**src/rtl/stopwatch_ctrl_if.sv**
```systemverilog
// stopwatch_ctrl_if: button inputs and timer/display outputs of the stopwatch sequencer
// master: board/bench side, drives buttons and observes controls
// slave: controller side, reads buttons and drives tick, timer controls, freeze, lap_count, state
interface stopwatch_ctrl_if #(parameter int LAP_W = 4);
  logic btn_start, btn_stop, btn_lap, btn_clear;
  logic tick, timer_reset, timer_trystart, timer_suspend, freeze;
  logic [LAP_W-1:0] lap_count;
  logic [1:0] state;
  modport master (
    output btn_start, btn_stop, btn_lap, btn_clear,
    input tick, timer_reset, timer_trystart, timer_suspend, freeze, lap_count, state
  );
  modport slave (
    input btn_start, btn_stop, btn_lap, btn_clear,
    output tick, timer_reset, timer_trystart, timer_suspend, freeze, lap_count, state
  );
endinterface

```
**src/rtl/stopwatch_ctrl.sv**
```systemverilog
// stopwatch_ctrl: debounces start/stop/lap/clear and sequences the stopwatch timer
// clock/reset: single clock, synchronous active-low reset
// bus (slave): raw buttons in; tick, timer_reset (active-low), timer_trystart,
//   timer_suspend, freeze, lap_count and state (IDLE=00 RUN=01 PAUSE=10 LAP=11) out
module stopwatch_ctrl #(
  parameter int CLK_DIV = 100,
  parameter int DEBOUNCE = 200,
  parameter int LAP_W = 4
) (
  input logic clock,
  input logic reset,
  stopwatch_ctrl_if.slave bus
);
  localparam int DB_W = $clog2(DEBOUNCE + 1);
  localparam int DIV_W = $clog2(CLK_DIV + 1);
  typedef enum logic [1:0] {IDLE = 2'b00, RUN = 2'b01, PAUSE = 2'b10, LAP = 2'b11} state_t;
  state_t state_q, state_d;
  logic [3:0] btn, meta_q, sync_q, stable_q, stable_d, ev_q, ev_d, accept;
  logic [DB_W-1:0] cnt_q [4];
  logic [DB_W-1:0] cnt_d [4];
  logic [DIV_W-1:0] div_q, div_d;
  logic [LAP_W-1:0] lap_q, lap_d;
  logic tick_q, tick_d, trst_q, trst_d, try_q, try_d, susp_q, susp_d, frz_q, frz_d;
  logic clr, stp, sta, lp, running, wrap;
  // bit order: 0 start, 1 stop, 2 lap, 3 clear
  assign btn = {bus.btn_clear, bus.btn_lap, bus.btn_stop, bus.btn_start};
  always_comb begin
    accept = '0;
    for (int i = 0; i < 4; i++) begin
      accept[i] = sync_q[i] != stable_q[i] && cnt_q[i] == DB_W'(DEBOUNCE - 1);
      cnt_d[i] = (sync_q[i] == stable_q[i] || accept[i]) ? '0 : cnt_q[i] + 1'b1;
    end
    stable_d = stable_q ^ accept;
    ev_d = accept & sync_q;
  end
  // priority clear > stop > start > lap; only the winner is seen by the FSM
  assign clr = ev_q[3];
  assign stp = ev_q[1] & ~clr;
  assign sta = ev_q[0] & ~clr & ~ev_q[1];
  assign lp = ev_q[2] & ~clr & ~ev_q[1] & ~ev_q[0];
  assign running = state_q == RUN || state_q == LAP;
  assign wrap = div_q == DIV_W'(CLK_DIV - 1);
  always_comb begin
    state_d = state_q;
    case (state_q)
      IDLE: state_d = sta ? RUN : IDLE;
      RUN: state_d = stp ? PAUSE : lp ? LAP : RUN;
      PAUSE: state_d = sta ? RUN : PAUSE;
      default: state_d = stp ? PAUSE : (sta | lp) ? RUN : LAP;
    endcase
    if (clr) state_d = IDLE;
    lap_d = clr ? '0 : (state_q == RUN && lp && lap_q != '1) ? lap_q + 1'b1 : lap_q;
    // divider follows the current state so the first tick after a start lands CLK_DIV cycles later
    div_d = (clr || state_q == IDLE) ? '0 : !running ? div_q : wrap ? '0 : div_q + 1'b1;
    tick_d = running && wrap && !clr;
    trst_d = !clr;
    try_d = state_d == RUN || state_d == LAP;
    susp_d = !try_d;
    frz_d = state_d == LAP;
  end
  always_ff @(posedge clock) begin
    if (!reset) begin
      meta_q <= '0;
      sync_q <= '0;
      stable_q <= '0;
      ev_q <= '0;
      for (int i = 0; i < 4; i++) cnt_q[i] <= '0;
      state_q <= IDLE;
      div_q <= '0;
      lap_q <= '0;
      tick_q <= 1'b0;
      trst_q <= 1'b0;
      try_q <= 1'b0;
      susp_q <= 1'b1;
      frz_q <= 1'b0;
    end else begin
      meta_q <= btn;
      sync_q <= meta_q;
      stable_q <= stable_d;
      ev_q <= ev_d;
      for (int i = 0; i < 4; i++) cnt_q[i] <= cnt_d[i];
      state_q <= state_d;
      div_q <= div_d;
      lap_q <= lap_d;
      tick_q <= tick_d;
      trst_q <= trst_d;
      try_q <= try_d;
      susp_q <= susp_d;
      frz_q <= frz_d;
    end
  end
  assign bus.tick = tick_q;
  assign bus.timer_reset = trst_q;
  assign bus.timer_trystart = try_q;
  assign bus.timer_suspend = susp_q;
  assign bus.freeze = frz_q;
  assign bus.lap_count = lap_q;
  assign bus.state = state_q;
endmodule

```
**src/flat_wrapper.sv**
```systemverilog
// flat-port wrapper written by rule: the top's interface ports become plain ports
module stopwatch_ctrl_flat 
#(
  parameter int CLK_DIV = 100,
  parameter int DEBOUNCE = 200,
  parameter int LAP_W = 4
)
  (clock, reset, bus_btn_start, bus_btn_stop, bus_btn_lap, bus_btn_clear, bus_tick, bus_timer_reset, bus_timer_trystart, bus_timer_suspend, bus_freeze, bus_lap_count, bus_state);
  stopwatch_ctrl_if #(.LAP_W(LAP_W)) bus_i ();
  input logic clock;
  input logic reset;
  input wire logic [$bits(bus_i.btn_start)-1:0] bus_btn_start;
  input wire logic [$bits(bus_i.btn_stop)-1:0] bus_btn_stop;
  input wire logic [$bits(bus_i.btn_lap)-1:0] bus_btn_lap;
  input wire logic [$bits(bus_i.btn_clear)-1:0] bus_btn_clear;
  output wire logic [$bits(bus_i.tick)-1:0] bus_tick;
  output wire logic [$bits(bus_i.timer_reset)-1:0] bus_timer_reset;
  output wire logic [$bits(bus_i.timer_trystart)-1:0] bus_timer_trystart;
  output wire logic [$bits(bus_i.timer_suspend)-1:0] bus_timer_suspend;
  output wire logic [$bits(bus_i.freeze)-1:0] bus_freeze;
  output wire logic [$bits(bus_i.lap_count)-1:0] bus_lap_count;
  output wire logic [$bits(bus_i.state)-1:0] bus_state;
  assign bus_i.btn_start = bus_btn_start;
  assign bus_i.btn_stop = bus_btn_stop;
  assign bus_i.btn_lap = bus_btn_lap;
  assign bus_i.btn_clear = bus_btn_clear;
  assign bus_tick = bus_i.tick;
  assign bus_timer_reset = bus_i.timer_reset;
  assign bus_timer_trystart = bus_i.timer_trystart;
  assign bus_timer_suspend = bus_i.timer_suspend;
  assign bus_freeze = bus_i.freeze;
  assign bus_lap_count = bus_i.lap_count;
  assign bus_state = bus_i.state;
  stopwatch_ctrl #(.CLK_DIV(CLK_DIV), .DEBOUNCE(DEBOUNCE), .LAP_W(LAP_W)) u_core (.clock(clock), .reset(reset), .bus(bus_i));
endmodule
```
**config.mk**
```make
export PLATFORM = sky130hd
export DESIGN_NAME = stopwatch_ctrl_flat
export DESIGN_NICKNAME = d
export VERILOG_FILES = /design/src/rtl/stopwatch_ctrl_if.sv /design/src/rtl/stopwatch_ctrl.sv /design/src/flat_wrapper.sv
export SDC_FILE = /design/constraint.sdc
export NUM_CORES = 1
export LEC_CHECK = 0
export ABC_CLOCK_PERIOD_IN_PS = 3440
export CAP_MARGIN = 20
export CORE_UTILIZATION = 45
export CTS_CLUSTER_SIZE = 28
export DETAILED_ROUTE_END_ITERATION = 8
export SLEW_MARGIN = 20
export SYNTH_ARGS = -nofsm -noshare
export SYNTH_HDL_FRONTEND = slang
export SYNTH_SLANG_ARGS = --single-unit
```
**constraint.sdc**
```tcl
create_clock -name clock -period 3.44 [get_ports clock]
set_clock_uncertainty 0.05 [all_clocks]
set_input_delay 0.688 -clock clock [delete_from_list [all_inputs] [get_ports clock]]
set_output_delay 0.688 -clock clock [all_outputs]
set_load 0.02 [all_outputs]
```
==> impl_metrics.csv, run 1 <==
group,metric,value,unit
floorplanning,die_x,77.4,um
place,place.gp.congestion,0.727,
route,first_pass_iters,6,
layout,stdcell_area,0.00296,sq mm
sta,max_freq,0.425,GHz
route,vias_per_cell,4.77,
setup_path,crit_arrival,1.62,ns
sta,rsz0062_at_grt,"false",
cts,post_cts_buffers,0,
layout,synthToLayoutAreaGrowth,15.7,%
cts,cts_buffers,9,
floorplanning,ios,17,
layout,num_antenna_cells,0,
synthesis,synth-simple-area-share,27.1,%
synthesis,ys_ff_latch,66,
sta,maxSlewViolCount,0,
route,wl_met2,1630,um
setup_path,r2r_start,"u_core.cnt_q[0][24]$_SDFF_PP0_",
synthesis,synth-compound-area-share,3.43,%
sta,worstMarginPinSlew,0.534,ns
route,highest_layer,"met4",
sta,finalCritPeriodShare,68.4,%
route,wl_met3,110,um
cts,ctsResizeCount,0,
cts,cts.sinks,66,
synthesis,ys.flop_type,"dfxtp_1",
layout,nets,303,
place,hpwl,2690,um
flow_run,cap_violations,0,
setup_path,cp_cell_sequence,"clkdlybuf4s50_1",
global_route,grt_pass1_wl,7330,um
cts,worstSkewPairLatency,0.33,ns
cts,cts_hold_buf,0,
synthesis,synthMuxAreaShare,1.96,%
place,dpl_cell_area,0.00279,sq mm
setup_path,cp-endpoint,"bus_state[0]",
synthesis,synth_edf_count,0,
setup_path,ff2ff_setup_slack,1.68,ns
route,dr.first_iter.drc_count,53,
route,wl_met1,2010,um
power,power.density,456,mW/mm^2
power,p_leak,1.05,nW
synthesis,yosysSeqAreaShare,51.7,%
setup_path,cp.required,2.70,ns
synthesis,ys_types,36,
floorplanning,placeableCoreArea,0.00547,sq mm
cts,cts_tree,"done",
min_path,hp-class,"reg -> reg",
layout,final-instance-count-excl-fill,368,
setup_path,critPathKind,"reg -> out",
sta,setup_viol,0,
power,peakVddDrop,0.231,mV
sta,finalHoldViolCount,0,
global_route,first_global_vias,1663,
cts,cts_max_level,3,
setup_path,crit_family,"buffers and inverters",
setup_path,slowest_stage,"clkdlybuf4s50_1",
route,final_antenna_net_count,0,
floorplanning,rows,27,
setup_path,r2r_end,"u_core.cnt_q[0][30]$_SDFF_PP0_",
cts,clockRootBuffer,"clkbuf_8",
sta,period_needed,2.35,ns
cts,path_clk_slew,0.07,ns
global_route,grt_usage,15.6,%
synthesis,async_flop_share,0,%
sta,tns,0,ns
global_route,overflow,0,
route,drc_errors,2,
setup_path,crit_path_start,"u_core.bus.state[0]$_SDFF_PN0_",
place,dp.cells,352,
setup_path,cp.depth,1,
floorplanning,die_y,77.4,um
route,vias,1755,
sta,relSlewSlack,63.9,%
synthesis,synth_xor_xnor_area_share,11.0,%
run_status,violations,"design-rule violations",
route,wl,3900,um
setup_path,end_kind,"output port",
setup_path,critical_path.max_fanout,14,
layout,utilization,54.0,%
synthesis,postSynthCellCount,268,
power,total_power,1.35,mW
cts,cts_buffer_depth,2,
place,io_buffers,16,
floorplanning,initial_core_util,46.7,%
synthesis,synth_top_family_by_area,"simple AND/OR/NAND/NOR gates",
setup_path,cp_slowest_stage_delay,0.69,ns
global_route,grt_start_max_net_pins,22,
global_route,antenna_found_initial,0,
synthesis,synthAdderAreaFrac,2.94,%
floorplanning,die_area,0.00598,sq mm
synthesis,yosysWarnings,0,
synthesis,syn_nets,280,
setup_path,crit_path_start_kind,"flip-flop",
synthesis,avgSynthCellArea,9.53,sq um
setup_path,rr_worst_depth,5,
run_status,status,"complete, but fails checks",
route,wl_per_cell,10.6,um
synthesis,synth.cell_area,0.00255,sq mm
setup_path,cp_num_buf_inv,1,
layout,final_layout_size_suffix_gt1_share,7.77,%
## per-stage QoR
step	setup slack [ns]	hold slack, ns
after CTS	1.07	0.383
final	1.09	0.380
after floorplan	1.82	0.362
after detailed placement	1.03	0.369
after global placement	1.02	0.366
after global routing	1.01	0.400
## synth_stat cells (2+ instances only)
library cell / count / area [sq um]
or3_1: 2 / 12.5
nor2_1: 48 / 180
inv_1: 7 / 26.3
dfxtp_1: 66 / 1320
nand2_1: 19 / 71.3
nor2b_1: 4 / 25.0
and2_1: 8 / 50.1
nand4b_1: 2 / 17.5
nand4_1: 4 / 25.0
o21ai_0: 4 / 20.0
and3_1: 4 / 25.0
and4_1: 6 / 52.6
ha_1: 6 / 75.1
xnor2_1: 14 / 123
mux2i_1: 5 / 50.1
nor4b_1: 4 / 35.0
xor2_1: 18 / 158
nor3_1: 6 / 30.0
a31oi_1: 3 / 18.8
nand2b_1: 2 / 12.5
a21oi_1: 3 / 15.0
nand3_1: 13 / 65.1
clkbuf_1: 3 / 11.3
or2_2: 4 / 25.0
buf_2: 2 / 10.0
## worst register-to-register path, delay by kind of cell, from the launching register on
family | cells | cell delay [ns]
AND/OR/NAND/NOR | 4 | 1.00
flip-flops | 1 | 0.36
adder cells (fa/ha/maj) | 1 | 0.24
## cells in the final DEF (no fill, tap or decap), drive strengths merged, types with 4 or more instances in the layout
cell,count
dfxtp,66
nor2,48
nand2,19
xor2,18
clkdlybuf4s50,16
xnor2,14
nand3,13
clkbuf,13
and2,8
inv,7
nor3,6
and4,6
ha,6
mux2i,5
nand4,5
o21ai,4
nor4b,4
or2,4
nor2b,4
and3,4
## state kept, by name, indices dropped and copies added (netlist names), named ones only
name and flops:
u_core.cnt_q 32, u_core.div_q 7, u_core.bus.lap_count 4, u_core.ev_q 4, u_core.meta_q 4, u_core.sync_q 4, u_core.bus.state 2, u_core.bus.freeze 1
u_core.bus.tick 1, u_core.bus.timer_reset 1, u_core.bus.timer_suspend 1, u_core.bus.timer_trystart 1
## power by group
group          total [mW]  leakage, nW  internal, mW  switching (mW)
Sequential          0.773        0.534         0.770         0.00302
Clock               0.552       0.0872         0.278           0.273
Combinational      0.0238        0.428        0.0122          0.0115
Total                1.35         1.05          1.06           0.288
## cells by family after synthesis
kind of cell / after synthesis
mux: 5
compound gates: 14
fa+ha+maj: 6
xor+xnor: 32
flops: 66
buf+inv: 12
simple gates: 133
## worst min-delay path by stage
stage	end	from	cells after the start
floorplan	u_core.sync_q[0]$_SDFF_PN0_	u_core.meta_q[0]$_SDFF_PN0_	1
global placement	u_core.sync_q[2]$_SDFF_PN0_	u_core.meta_q[2]$_SDFF_PN0_	1
detailed placement	u_core.sync_q[2]$_SDFF_PN0_	u_core.meta_q[2]$_SDFF_PN0_	1
CTS	u_core.sync_q[2]$_SDFF_PN0_	u_core.meta_q[2]$_SDFF_PN0_	1
global route	u_core.sync_q[0]$_SDFF_PN0_	u_core.meta_q[0]$_SDFF_PN0_	1
finish	u_core.sync_q[0]$_SDFF_PN0_	u_core.meta_q[0]$_SDFF_PN0_	1
## layout make-up
type                    instances  area, sq um
inverters                       7         26.3
flip-flops and latches         66         1320
well taps                      72         90.1
multi-input cells             190         1190
fillers                       518         2520
clock buffers                  13          149
clock inverters                 3         15.0
repair buffers                 17          168
## metal layers
layer,up-vias,track usage (%)
met5,-,0
met4,0,10.9
met3,13,4.24
met2,22,23.3
met1,768,19.6
li1,952,-
Power figures use the tool's default switching activity.
==> run 2: changes to the inputs <==
- ABC_CLOCK_PERIOD_IN_PS: 3440 -> 2000
- PLACE_DENSITY: not set -> 0.66
- clock period: 3.44 -> 2 ns (I/O delays scaled with it)
==> impl_metrics.csv, run 2 (synthesis gave the netlist of run 1 again) <==
group,metric,value,unit
sta,tns,0,ns
place,dpl_worst_slack,0.235,ns
place,io_buffers,16,
cts,cts_max_level,3,
floorplanning,die_x,77.4,um
sta,max_freq,0.524,GHz
place,dp.cells,357,
route,wl,3940,um
layout,regMostFlops,"u_core.cnt_q",
layout,synthToLayoutAreaGrowth,18.7,%
sta,timing.hold.ws,0.383,ns
setup_path,cp_slowest_stage_delay,0.66,ns
power,switching_power,0.474,mW
layout,num_antenna_cells,0,
layout,final_common_cell,"dfxtp_1",
setup_path,crit_family,"buffers and inverters",
setup_path,cp-endpoint,"bus_state[1]",
setup_path,r2r_start,"u_core.cnt_q[0][24]$_SDFF_PP0_",
route,drc_errors,0,
setup_path,r2r_end,"u_core.cnt_q[0][29]$_SDFF_PP0_",
route,wl_per_cell,10.6,um
setup_path,cp.depth,1,
power,p_seq_share,53.4,%
sta,relSlewSlack,64.2,%
setup_path,end_kind,"output port",
global_route,grt_usage,14.8,%
setup_path,critPathKind,"reg -> out",
floorplanning,placeableCoreArea,0.00547,sq mm
floorplanning,initial_core_util,46.7,%
setup_path,cp_num_buf_inv,1,
power,total_power,2.49,mW
power,power.density,822,mW/mm^2
layout,final-instance-count-excl-fill,372,
setup_path,rr_worst_depth,5,
floorplanning,ios,17,
floorplanning,die_y,77.4,um
cts,ctsResizeCount,0,
cts,worstSkewPairLatency,0.33,ns
layout,utilization,55.4,%
setup_path,crit_arrival,1.46,ns
route,vias,1797,
cts,post_cts_buffers,0,
layout,nets,308,
global_route,overflow,0,
sta,rsz0062_at_grt,"false",
setup_path,ff2ff_setup_slack,0.27,ns
sta,worstMarginPinSlew,0.529,ns
power,p_leak,1.09,nW
cts,cts_buffer_depth,2,
run_status,status,"finished, final reports clean",
global_route,first_global_vias,1673,
setup_path,crit_path_start,"u_core.bus.state[1]$_SDFF_PN0_",
layout,largest_reg_flops,32,
cts,cts_tree,"done",
place,dpl_cell_area,0.00283,sq mm
min_path,hp-class,"reg -> reg",
route,final_antenna_net_count,0,
power,comb_power_share,1.7,%
route,vias_per_cell,4.83,
global_route,antenna_found_initial,0,
power,pwr-share-clk,44.9,%
setup_path,critical_path.max_fanout,7,
setup_path,slowest_stage,"clkdlybuf4s50_1",
sta,maxSlewViolCount,0,
sta,finalHoldViolCount,0,
min_path,hp-start,"u_core.meta_q[3]$_SDFF_PN0_",
sta,worst_slack,0.0900,ns
floorplanning,die_area,0.00598,sq mm
sta,setup_viol,0,
global_route,grt_start_max_net_pins,13,
setup_path,cp_cell_sequence,"clkdlybuf4s50_1",
cts,clockRootBuffer,"clkbuf_8",
cts,path_clk_slew,0.06,ns
power,peakVddDrop,0.460,mV
power,switching_share,19.0,%
sta,period_needed,1.91,ns
cts,cts_buffers,9,
layout,regArea,0.00132,sq mm
power,intPower,2.02,mW
place,hpwl,2830,um
layout,fillers,513,
layout,reg_top3,"u_core.cnt_q x32, u_core.div_q x7",
setup_path,cp.required,1.55,ns
layout,multi_input_area,0.00119,sq mm
route,first_pass_iters,4,
layout,layout_common_cells,"dfxtp_1, nor2_1, nand2_1",
route,dr.first_iter.drc_count,47,
place,place.gp.congestion,0.773,
sta,finalCritPeriodShare,95.5,%
cts,cts.sinks,66,
layout,final_layout_size_suffix_gt1_share,9.67,%
setup_path,crit_path_start_kind,"flip-flop",
global_route,grt_pass1_wl,6960,um
cts,cts_hold_buf,0,
floorplanning,rows,27,
flow_run,cap_violations,0,
layout,stdcell_area,0.00303,sq mm
-- run 2: layer usage --
layer / GRT usage, % / vias up / wire length, um
met5: 0 / - / 0
met4: 10.8 / 0 / 110
met3: 3.29 / 10 / 108
met2: 23.7 / 22 / 1770
met1: 17.5 / 807 / 1950
li1: - / 958 / -
-- run 2: cell type report --
cell class              count  share of cell area, %
clock inverters             2                   1.16
clock buffers              13                   5.57
multi-input cells         190                   39.1
inverters                   7                  0.866
flip-flops and latches     66                   43.6
well taps                  72                   2.97
repair buffers             22                   6.77
-- run 2: worst min-delay path by stage --
| stage | slack (ns) | cells past startpoint | to |
|---|---|---|---|
| 2_1_floorplan | 0.36 | 1 | u_core.sync_q[0]$_SDFF_PN0_ |
| 3_3_place_gp | 0.37 | 1 | u_core.sync_q[2]$_SDFF_PN0_ |
| 3_5_place_dp | 0.37 | 1 | u_core.sync_q[0]$_SDFF_PN0_ |
| 4_1_cts | 0.39 | 1 | u_core.sync_q[3]$_SDFF_PN0_ |
| 5_1_grt | 0.40 | 1 | u_core.sync_q[3]$_SDFF_PN0_ |
| 6_report | 0.38 | 1 | u_core.sync_q[3]$_SDFF_PN0_ |
-- run 2: power groups by stage --
stage               Combinational, mW  Clock (mW)  Sequential, mW
floorplan                      0.0227           0            1.36
global placement               0.0440           0            1.36
detailed placement             0.0440           0            1.36
CTS                            0.0442        1.16            1.33
global route                   0.0493        1.20            1.33
finish                         0.0433        1.12            1.33
